==> src/rtl/nv_nvdla_cvif_arb_pkg.sv <==
// Shared sizing, client indices and pointer helper for the CVIF read arbiter.
// Latency: n/a (declarations only).
// Backpressure: n/a.
package nv_nvdla_cvif_arb_pkg;

  localparam int NREQ = 12;
  localparam int WW   = 8;
  localparam int OSW  = 8;
  localparam int IDW  = 4;

  localparam int CLI_BDMA     = 0;
  localparam int CLI_SDP      = 1;
  localparam int CLI_PDP      = 2;
  localparam int CLI_CDP      = 3;
  localparam int CLI_SDP_B    = 4;
  localparam int CLI_SDP_N    = 5;
  localparam int CLI_SDP_E    = 6;
  localparam int CLI_CDMA_DAT = 7;
  localparam int CLI_CDMA_WT  = 8;
  localparam int CLI_RBK      = 9;
  localparam int CLI_RSV_1    = 10;
  localparam int CLI_RSV_0    = 11;

  // Client index following i, wrapping from the last client back to 0.
  function automatic logic [IDW-1:0] next_idx(input logic [IDW-1:0] i);
    return (i == IDW'(NREQ - 1)) ? '0 : i + 1'b1;
  endfunction

endpackage

==> src/rtl/nv_nvdla_cvif_rr_pick.sv <==
// Rotating-priority picker: first set bit of elig at or after ptr, wrapping.
// Latency: purely combinational.
// Backpressure: none; the caller decides whether the pick is used.
module nv_nvdla_cvif_rr_pick
  import nv_nvdla_cvif_arb_pkg::*;
(
  input  logic [NREQ-1:0] elig,
  input  logic [IDW-1:0]  ptr,
  output logic [NREQ-1:0] gnt_oh,
  output logic [IDW-1:0]  gnt_idx,
  output logic            gnt_any
);

  // Scan clients starting at the pointer; the first eligible one wins.
  always_comb begin
    int j;
    gnt_oh  = '0;
    gnt_idx = '0;
    gnt_any = 1'b0;
    j       = 0;
    for (int k = 0; k < NREQ; k++) begin
      j = int'(ptr) + k;
      if (j >= NREQ) j = j - NREQ;
      if (!gnt_any && elig[j]) begin
        gnt_any    = 1'b1;
        gnt_oh[j]  = 1'b1;
        gnt_idx    = IDW'(j);
      end
    end
  end

endmodule

==> src/rtl/nv_nvdla_cvif_rd_wrr_arb.sv <==
// Weighted round-robin CVIF read arbiter; optional stall counter under NVDLA_CVIF_ARB_PERF_EN.
// Latency: 1 cycle from grant (req_ready pulse) to arb_valid/arb_id.
// Backpressure: arb_valid/arb_id hold until arb_ready; grants also stop at the rd_os_cnt limit.
module nv_nvdla_cvif_rd_wrr_arb
  import nv_nvdla_cvif_arb_pkg::*;
(
  input  logic                 nvdla_core_clk,
  input  logic                 nvdla_core_rstn,
  input  logic [NREQ-1:0]      req_valid,
  output logic [NREQ-1:0]      req_ready,
  input  logic [NREQ*WW-1:0]   rd_weight,
  input  logic [OSW-1:0]       rd_os_cnt,
  output logic                 arb_valid,
  output logic [IDW-1:0]       arb_id,
  input  logic                 arb_ready,
  input  logic                 rsp_done,
  output logic [OSW-1:0]       os_inflight,
  output logic                 idle
`ifdef NVDLA_CVIF_ARB_PERF_EN
  ,
  input  logic                 perf_clr,
  output logic [31:0]          perf_os_stall
`endif
);

  logic [WW-1:0]   credit_q [NREQ];
  logic [WW-1:0]   credit_d [NREQ];
  logic [IDW-1:0]  ptr_q, ptr_d;
  logic            arb_valid_q, arb_valid_d;
  logic [IDW-1:0]  arb_id_q, arb_id_d;
  logic [OSW-1:0]  os_q, os_d;
  logic            idle_q, idle_d;

  logic [NREQ-1:0] wnz;
  logic [NREQ-1:0] elig;
  logic [NREQ-1:0] pick_oh;
  logic [IDW-1:0]  pick_idx;
  logic            pick_any;
  logic            slot_free;
  logic            os_ok;
  logic            grant;
  logic            reload;
  logic            hs;
  logic            done;
  logic [OSW:0]    os_sum;

  // Eligibility: requesting, non-zero weight, credit left in this round.
  always_comb begin
    wnz  = '0;
    elig = '0;
    for (int i = 0; i < NREQ; i++) begin
      wnz[i]  = (rd_weight[i*WW +: WW] != '0);
      elig[i] = req_valid[i] && wnz[i] && (credit_q[i] != '0);
    end
  end

  nv_nvdla_cvif_rr_pick u_pick (
    .elig    (elig),
    .ptr     (ptr_q),
    .gnt_oh  (pick_oh),
    .gnt_idx (pick_idx),
    .gnt_any (pick_any)
  );

  // Grant gating: output slot free and the in-flight count (incl. the presented read) under the limit.
  always_comb begin
    slot_free = !arb_valid_q || arb_ready;
    os_sum    = {1'b0, os_q} + {{OSW{1'b0}}, arb_valid_q};
    os_ok     = os_sum < {1'b0, rd_os_cnt};
    grant     = slot_free && os_ok && pick_any;
    reload    = !pick_any && ((req_valid & wnz) != '0);
    req_ready = grant ? pick_oh : '0;
    hs        = arb_valid_q && arb_ready;
    done      = rsp_done && (os_q != '0);
  end

  // Next state: credits/pointer, output register, in-flight count and idle.
  always_comb begin
    credit_d = credit_q;
    ptr_d    = ptr_q;
    if (grant) begin
      credit_d[pick_idx] = credit_q[pick_idx] - 1'b1;
      if (credit_q[pick_idx] == WW'(1)) ptr_d = next_idx(pick_idx);
    end else if (reload) begin
      for (int i = 0; i < NREQ; i++) credit_d[i] = rd_weight[i*WW +: WW];
    end
    arb_valid_d = grant || (arb_valid_q && !arb_ready);
    arb_id_d    = grant ? pick_idx : arb_id_q;
    os_d        = os_q;
    if (hs && !done && (os_q != '1)) os_d = os_q + 1'b1;
    else if (!hs && done)            os_d = os_q - 1'b1;
    idle_d = (req_valid == '0) && !arb_valid_d && (os_d == '0);
  end

  // State registers, cleared asynchronously.
  always_ff @(posedge nvdla_core_clk or negedge nvdla_core_rstn) begin
    if (!nvdla_core_rstn) begin
      for (int i = 0; i < NREQ; i++) credit_q[i] <= '0;
      ptr_q       <= '0;
      arb_valid_q <= 1'b0;
      arb_id_q    <= '0;
      os_q        <= '0;
      idle_q      <= 1'b1;
    end else begin
      credit_q    <= credit_d;
      ptr_q       <= ptr_d;
      arb_valid_q <= arb_valid_d;
      arb_id_q    <= arb_id_d;
      os_q        <= os_d;
      idle_q      <= idle_d;
    end
  end

  assign arb_valid   = arb_valid_q;
  assign arb_id      = arb_id_q;
  assign os_inflight = os_q;
  assign idle        = idle_q;

`ifdef NVDLA_CVIF_ARB_PERF_EN
  logic [31:0] perf_q, perf_d;
  logic        os_stall;

  // Saturating count of cycles where only the outstanding limit held back a grant.
  always_comb begin
    os_stall = pick_any && slot_free && !os_ok;
    perf_d   = perf_q;
    if (perf_clr)                       perf_d = '0;
    else if (os_stall && perf_q != '1)  perf_d = perf_q + 1'b1;
  end

  // Perf counter register.
  always_ff @(posedge nvdla_core_clk or negedge nvdla_core_rstn) begin
    if (!nvdla_core_rstn) perf_q <= '0;
    else                  perf_q <= perf_d;
  end

  assign perf_os_stall = perf_q;
`endif

endmodule

==> config.mk <==
export PLATFORM = sky130hd
export DESIGN_NAME = nv_nvdla_cvif_rd_wrr_arb
export DESIGN_NICKNAME = d
export VERILOG_FILES = /design/src/rtl/nv_nvdla_cvif_arb_pkg.sv /design/src/rtl/nv_nvdla_cvif_rr_pick.sv /design/src/rtl/nv_nvdla_cvif_rd_wrr_arb.sv
export SDC_FILE = /design/constraint.sdc
export NUM_CORES = 1
export LEC_CHECK = 0
export CAP_MARGIN = 40
export CORE_ASPECT_RATIO = 1.4
export CORE_MARGIN = 2
export CORE_UTILIZATION = 45
export CTS_BUF_LIST = sky130_fd_sc_hd__clkbuf_8
export CTS_CLUSTER_SIZE = 25
export DETAILED_ROUTE_END_ITERATION = 7
export PLACE_DENSITY = 0.74
export SKIP_CTS_REPAIR_TIMING = 1
export SKIP_LAST_GASP = 1
export SLEW_MARGIN = 20
export SYNTH_ARGS = -nofsm -noshare
export SYNTH_HDL_FRONTEND = slang
export SYNTH_HIERARCHICAL = 1
export SYNTH_SLANG_ARGS = --single-unit
export TNS_END_PERCENT = 50
==> constraint.sdc <==
create_clock -name nvdla_core_clk -period 6.75 [get_ports nvdla_core_clk]
set_input_delay 1.35 -clock nvdla_core_clk [delete_from_list [all_inputs] [get_ports nvdla_core_clk]]
set_output_delay 1.35 -clock nvdla_core_clk [all_outputs]
set_load 0.05 [all_outputs]
### Word level (Yosys, flattened, before mapping)

Cells that the tools add are included.

| operators by class | value |
|---|---|
| add/sub/neg operators | 28 |
| multiply operators | 0 |
| div/mod/pow operators | 0 |
| magnitude comparators | 39 |
| equal/unequal tests | 3 |
| shifts and indexed selects | 0 |
| multiplexer cells | 120 |
| bitwise operators | 13 |
| reduce and logical (&&, ||, !) cells | 108 |

Operators with widths:

| cell | number |
|---|---|
| >= comparator 32 x 1 -> 1 bit, second input constant | 12 |
| < comparator 32 x 6 -> 1 bit, second input constant | 12 |
| two-way mux 32 bit | 12 |
| >= comparator 32 x 5 -> 1 bit, second input constant | 11 |
| subtractor 32 x 5 -> 32 bit, second input constant | 11 |
| nonzero test 8 bit | 25 |
| two-way mux 96 bit | 2 |
| two-way mux 12 bit | 13 |
| bitwise OR 12 bit | 11 |
| bitwise mux 96 bit | 1 |
| logical AND 1 bit | 59 |
| two-way mux 4 bit | 13 |
| binary-select mux 1 bit (select 4 bit) | 12 |
| demux 1 bit (select 4 bit) | 12 |
| two-way mux 1 bit | 48 |
| two-way mux 8 bit | 5 |
| binary-select mux 8 bit (select 4 bit) | 1 |
| demux 8 bit (select 4 bit) | 1 |
| adder 4 x 3 -> 5 bit, second input constant | 4 |
| adder 4 x 4 -> 5 bit, second input constant | 4 |
| logical NOT 1 bit | 17 |
| subtractor 8 x 1 -> 8 bit, second input constant | 2 |
| bitwise AND 12 bit | 1 |
| logical NOT 12 bit | 1 |
| 19 further kinds | 21 |

| storage, ports and cells | value |
|---|---|
| register bits | 114 |
| latch bits | 0 |
| RAM bits | 0 |
| bits in read-only memories | 0 |
| input bits | 120 |
| output and inout port bits | 26 |
| word-level logic and storage cells | 328 |
| memories kept | 0 |

### Depth between registers and ports, before layout

| depth | value |
|---|---|
| word-level depth | 47 |
| depth in mapped cells | 31 |
| mapped depth without buffers | 25 |

### Hierarchy

Netlist, hierarchy kept.

By module, submodules not included:

| module | instances | cells an instance | area an instance (sq um) | seq. area each (sq um) |
|---|---|---|---|---|
| nv_nvdla_cvif_rd_wrr_arb | 1 | 770 | 7216.9 | 2854.0 |
| nv_nvdla_cvif_rr_pick | 1 | 505 | 3719.8 | 0.0 |

### Least setup slack after synthesis

OpenSTA, ideal clock, no wires.

| timing path | value |
|---|---|
| path type | input -> register |
| start | input port rd_weight[20] |
| end | register credit_q[18] (netlist bit) |
| setup time | 0.126 ns |
| arrival time | 6.653 ns |
| required time | 6.624 ns |
| setup slack | -0.029 ns |
| cell stages on the path | 21 |
| cell sequence | or4_1 -> o21ai_1 -> a21oi_1 -> mux4_1 -> mux2_4 -> a22o_1 -> a211o_4 -> nor4_4 -> nand3b_1 -> o21ai_0 -> a21oi_1 -> a21oi_1 -> buf_2 -> mux4_2 -> a22o_1 -> nor2_1 -> ha_1 -> xor2_1 -> clkbuf_1 -> nor2_1 -> a221o_1 |

| on the way | value |
|---|---|
| longest elaborated chain between the ends | 47 |

Ends and longest elaborated chain:

| element | RTL line | RTL |
|---|---|---|
| from (decl) | nv_nvdla_cvif_rd_wrr_arb.sv:11 | `input logic [NREQ*WW-1:0] rd_weight,` |
| nonzero test 8 bit (*) | nv_nvdla_cvif_rd_wrr_arb.sv:52 | `wnz[i] = (rd_weight[i*WW +: WW] != '0);` |
| logical AND 1 bit (*) (2 in series) | nv_nvdla_cvif_rd_wrr_arb.sv:53 | `elig[i] = req_valid[i] && wnz[i] && (credit_q[i] != '0);` |
| via elig[2] | nv_nvdla_cvif_rd_wrr_arb.sv:35 | `logic [NREQ-1:0] elig;` |
| binary-select mux 1 bit (select 4 bit) | nv_nvdla_cvif_rr_pick.sv:24 | `if (!gnt_any && elig[j]) begin` |
| two-way mux 1 bit (implied by the code) (2 in series) | nv_nvdla_cvif_rr_pick.sv:24 |  |
| two-way mux 1 bit | nv_nvdla_cvif_rr_pick.sv:24 |  |
| logical NOT 1 bit | nv_nvdla_cvif_rr_pick.sv:24 |  |
| logical AND 1 bit | nv_nvdla_cvif_rr_pick.sv:24 |  |
| [31 not listed] | n/a |  |
| via pick_idx[1] | nv_nvdla_cvif_rd_wrr_arb.sv:37 | `logic [IDW-1:0] pick_idx;` |
| NOT 4 -> 5 bit (implied by the code) (*) | nv_nvdla_cvif_rd_wrr_arb.sv:82 | `credit_d[pick_idx] = credit_q[pick_idx] - 1'b1;` |
| binary-select mux 8 bit (select 4 bit), or another cell as far along | nv_nvdla_cvif_rd_wrr_arb.sv:82 |  |
| two-way mux 8 bit (implied by the code) / logical AND 1 bit (equally long branches) | nv_nvdla_cvif_rd_wrr_arb.sv:82 |  |
| two-way mux 8 bit (implied by the code) | nv_nvdla_cvif_rd_wrr_arb.sv:82 |  |
| subtractor 8 x 1 -> 8 bit / demux 8 bit (select 4 bit) (equally long branches) | nv_nvdla_cvif_rd_wrr_arb.sv:82 |  |
| bitwise mux 96 bit (*) | nv_nvdla_cvif_rd_wrr_arb.sv:82 |  |
| two-way mux 96 bit (*) | nv_nvdla_cvif_rd_wrr_arb.sv:81 | `if (grant) begin` |
| to (signal assigned) | nv_nvdla_cvif_rd_wrr_arb.sv:105 | `credit_q <= credit_d;` |
| to (decl) | nv_nvdla_cvif_rd_wrr_arb.sv:26 | `logic [WW-1:0] credit_q [NREQ];` |

Mark *: on every way through the listed nets, which the timed path passes. The rest lies on a longest branch. The select of a mux whose other input is x is not followed.
A chain may end at the register's enable or synchronous reset.

### Worst setup path in the final report

| timing path | value |
|---|---|
| start | input port rd_weight[27] |
| end | output port req_ready[7] |

RTL lines:

| element | RTL line | RTL |
|---|---|---|
| nonzero test 8 bit (*) | nv_nvdla_cvif_rd_wrr_arb.sv:52 |  |
| logical AND 1 bit (*) (2 in series) | nv_nvdla_cvif_rd_wrr_arb.sv:53 |  |
| via elig[3] | nv_nvdla_cvif_rd_wrr_arb.sv:35 |  |
| binary-select mux 1 bit (select 4 bit) | nv_nvdla_cvif_rr_pick.sv:24 |  |
| two-way mux 1 bit (implied by the code) (2 in series) | nv_nvdla_cvif_rr_pick.sv:24 |  |
| two-way mux 1 bit | nv_nvdla_cvif_rr_pick.sv:24 |  |
| logical NOT 1 bit | nv_nvdla_cvif_rr_pick.sv:24 |  |
| logical AND 1 bit | nv_nvdla_cvif_rr_pick.sv:24 |  |
| [25 not listed] | n/a |  |
| logical NOT 1 bit | nv_nvdla_cvif_rr_pick.sv:24 |  |
| logical AND 1 bit | nv_nvdla_cvif_rr_pick.sv:24 |  |
| two-way mux 1 bit | nv_nvdla_cvif_rr_pick.sv:24 |  |
| logical NOT 1 bit | nv_nvdla_cvif_rr_pick.sv:24 |  |
| logical AND 1 bit | nv_nvdla_cvif_rr_pick.sv:24 |  |
| two-way mux 12 bit (*) | nv_nvdla_cvif_rr_pick.sv:24 |  |
| via pick_oh[7] | nv_nvdla_cvif_rd_wrr_arb.sv:36 | `logic [NREQ-1:0] pick_oh;` |
| two-way mux 12 bit (*) | nv_nvdla_cvif_rd_wrr_arb.sv:72 | `req_ready = grant ? pick_oh : '0;` |
| to (decl) | nv_nvdla_cvif_rd_wrr_arb.sv:10 | `output logic [NREQ-1:0] req_ready,` |

Marked as above.

==> metrics.txt <==
layout cells sized above 1 about a third; Tot GR Track Use a little over a third; final hold vios 0; synthesized area per cell between 8 and 9 sq um; synth unique cells 103; vias in the first global route 12535; Final Util 68.1%; grt ovf 0; clk sink count 114; CTS root buf clkbuf_8; FF-to-FF End credit_q[78]; unrepaired setup endpoints after global routing true; CTS Buf Count 17; Worst Hold Depth 1; antenna cells 0; Ys Warns 6; Cells after Synth between 1000 and 1500; Peak Freq about 150 MHz; first-pass GRT wire length 70.2 mm; Ports 146; max-cap check violation count 0; CTS tree built; Worst EP arrival between 5000 and 6000 ps; ys async rst share 100%; Post-Syn Area approximately 11000 sq um; Post-synth EDFFs 0; HPWL after detailed placement ~37 mm; Slew Limit Fails 0; post-route ant nets 0; post-route minimum period slightly below 7000 ps; gp weighted congestion around 1.1; worst-case reg-to-reg path depth 29; Layout Skew around 11 ps; port bufs roughly 150; Clock transition at path regs ~70 ps; hold crit path type reg -> reg; Worst Path Required about 5400 ps; sequential fraction of the synthesis area 26.1%; Clock Tree Buf Depth 2; via/cell ratio about 6.4; die area 25600 sq um; Initial Util 45.8%; Die Span X between 100 and 150 microns; Die Y approximately 190 microns; Setup CP Type in -> out; flop and latch count out of synthesis ~110; CP Launch Type input pin; nets roughly 1900; fin crit share roughly 100%; Slew @ Worst Pin roughly 780 ps; DRC viols 0; critical path capture point type output port; post-synth net total approximately 1500; Area Growth Syn to Fin 48.8%; status complete, no violations; worst hold path endpoint arb_id[0]; Relative slew margins a little under half; worst r2r src ptr_q[1]; pin count of the biggest net entering global routing 58; CP max FO 6; row count 67; min-delay src arb_id[0]; core area around 24000 sq um; Top FF cell, synth dfrtp_1; drt total wl roughly 47 mm; drt pass-1 iters 5; WL per Instance ~23 microns; # setup viols final 0; clk_lat worst skew roughly 470 ps; Vias around 13000; initial antenna violation count 0; DR iter-0 viols about 1200; H-tree levels 4; r2r setup slk 210 ps
==> cells in the final DEF, fill, tap and decap left out, drive strengths merged, types with 6 or more instances in the layout <==
| cell type | instances |
|---|---|
| nand2 | 112 |
| nor2 | 113 |
| a22oi | 26 |
| or4 | 28 |
| or2 | 7 |
| clkinv | 7 |
| inv | 62 |
| nor2b | 13 |
| nor4 | 38 |
| buf | 362 |
| a31oi | 25 |
| o211ai | 45 |
| o31a | 7 |
| nand3 | 32 |
| and2 | 10 |
| clkdlybuf4s50 | 38 |
| dlymetal6s2s | 86 |
| xnor2 | 23 |
| a21o | 21 |
| a22o | 23 |
| and3 | 21 |
| dfrtp | 113 |
| clkbuf | 26 |
| o22ai | 11 |
| a21oi | 54 |
| a32oi | 16 |
| o21ai | 64 |
| nand3b | 6 |
| xor2 | 10 |
| mux2 | 13 |
| mux2i | 37 |
| or3 | 19 |
| a221o | 42 |
| mux4 | 25 |
| nand4 | 19 |
| ha | 55 |
| nor3 | 28 |
| o31ai | 6 |
==> worst max path at each step <==
stage	slack [ps]	from	to
floorplan	40	rd_weight[20]	credit_q[18]
global placement	-620	rd_weight[76]	credit_q[62]
detailed placement	-690	rd_weight[76]	credit_q[94]
CTS	-350	rd_weight[4]	req_ready[7]
global route	-80	rd_weight[29]	req_ready[7]
finish	20	rd_weight[27]	req_ready[7]
==> per-stage QoR <==
stage / worst slack (ps) / instances / cell area, sq um / setup TNS (ps) / hold WS (ps)
after CTS: -351 / 2006 / 15300 / -12950 / 512
after global routing: -84.9 / 2028 / 16300 / -1210 / 521
after global placement: -617 / 1971 / 14900 / -48120 / 492
after floorplan: 36.3 / 1275 / 10900 / 0 / 494
after detailed placement: -689 / 1974 / 14900 / -54680 / 496
final: 16.0 / 2028 / 16300 / 0 / 513
==> synth_stat cells (all sizes together), types with 7 or more instances <==
master / instances / area (sq um)
dfrtp: 113 / 2830
nand2: 112 / 433
nor2: 112 / 430
o21ai: 64 / 324
inv: 60 / 225
ha: 55 / 688
a21oi: 54 / 278
o211ai: 45 / 343
buf: 43 / 264
a221o: 42 / 420
clkbuf: 40 / 151
nor4: 38 / 265
mux2i: 37 / 374
nand3: 32 / 170
nor3: 28 / 150
or4: 28 / 214
a22oi: 26 / 195
a31oi: 25 / 156
mux4: 25 / 582
a22o: 23 / 201
xnor2: 23 / 209
a21o: 21 / 158
and3: 21 / 131
nand4: 19 / 131
or3: 19 / 119
a32oi: 16 / 140
mux2: 13 / 150
nor2b: 13 / 81.3
o22ai: 11 / 75.1
and2: 10 / 67.6
xor2: 10 / 87.6
o31a: 7 / 62.6
or2: 7 / 46.3
==> layer usage <==
metal	up-vias	share of wire [%]	routed length, microns	global-route usage [%]
li1	5799	-	-	-
met1	6272	35	16400	38.8
met2	742	50	23700	62.7
met3	235	6.1	2890	5.52
met4	0	9.0	4250	27.6
met5	-	0	0	0
==> registers in the layout, summed over array words and instances (netlist names) <==
signal,flops
credit_q,96
idle,1
arb_valid,1
ptr_q,4
os_inflight,8
arb_id,4
==> final cells by class <==
class / count / area, sq um
Inverter: 61 / 233
Clock buffer: 19 / 262
Timing Repair Buffer: 493 / 4420
Sequential cell: 114 / 2860
Multi-Input combinational cell: 1018 / 8000
Tap cell: 310 / 388
Clock inverter: 13 / 120
Fill cell: 1876 / 7620
==> kinds of logic after synthesis <==
group | Yosys count | synth area share [%]
AOI/OAI and AO/OA | 386 | 26.1
DFF | 114 | 26.1
adders and majority gates | 55 | 6.29
muxes | 75 | 10.1
buffers and inverters | 144 | 5.89
xor gates and xnor gates | 33 | 2.71
and+or+nand+nor | 468 | 22.8
==> worst max-delay path, cell delays in order <==
cell and delay [ps]:
buf_6 90, or4_4 560, o21ai_4 220, a21oi_4 60
mux4_2 550, mux2_4 310, a22o_4 260, a211o_4 330
nor4_4 320, buf_4 170, and4_1 190, buf_6 130
buf_4 110, a32o_2 210, nand2_2 80, nand3_2 100
and3_1 160, buf_6 160
Power is not shown: default switching activity piles up to over one toggle a cycle in this logic, so the estimate is an artifact.
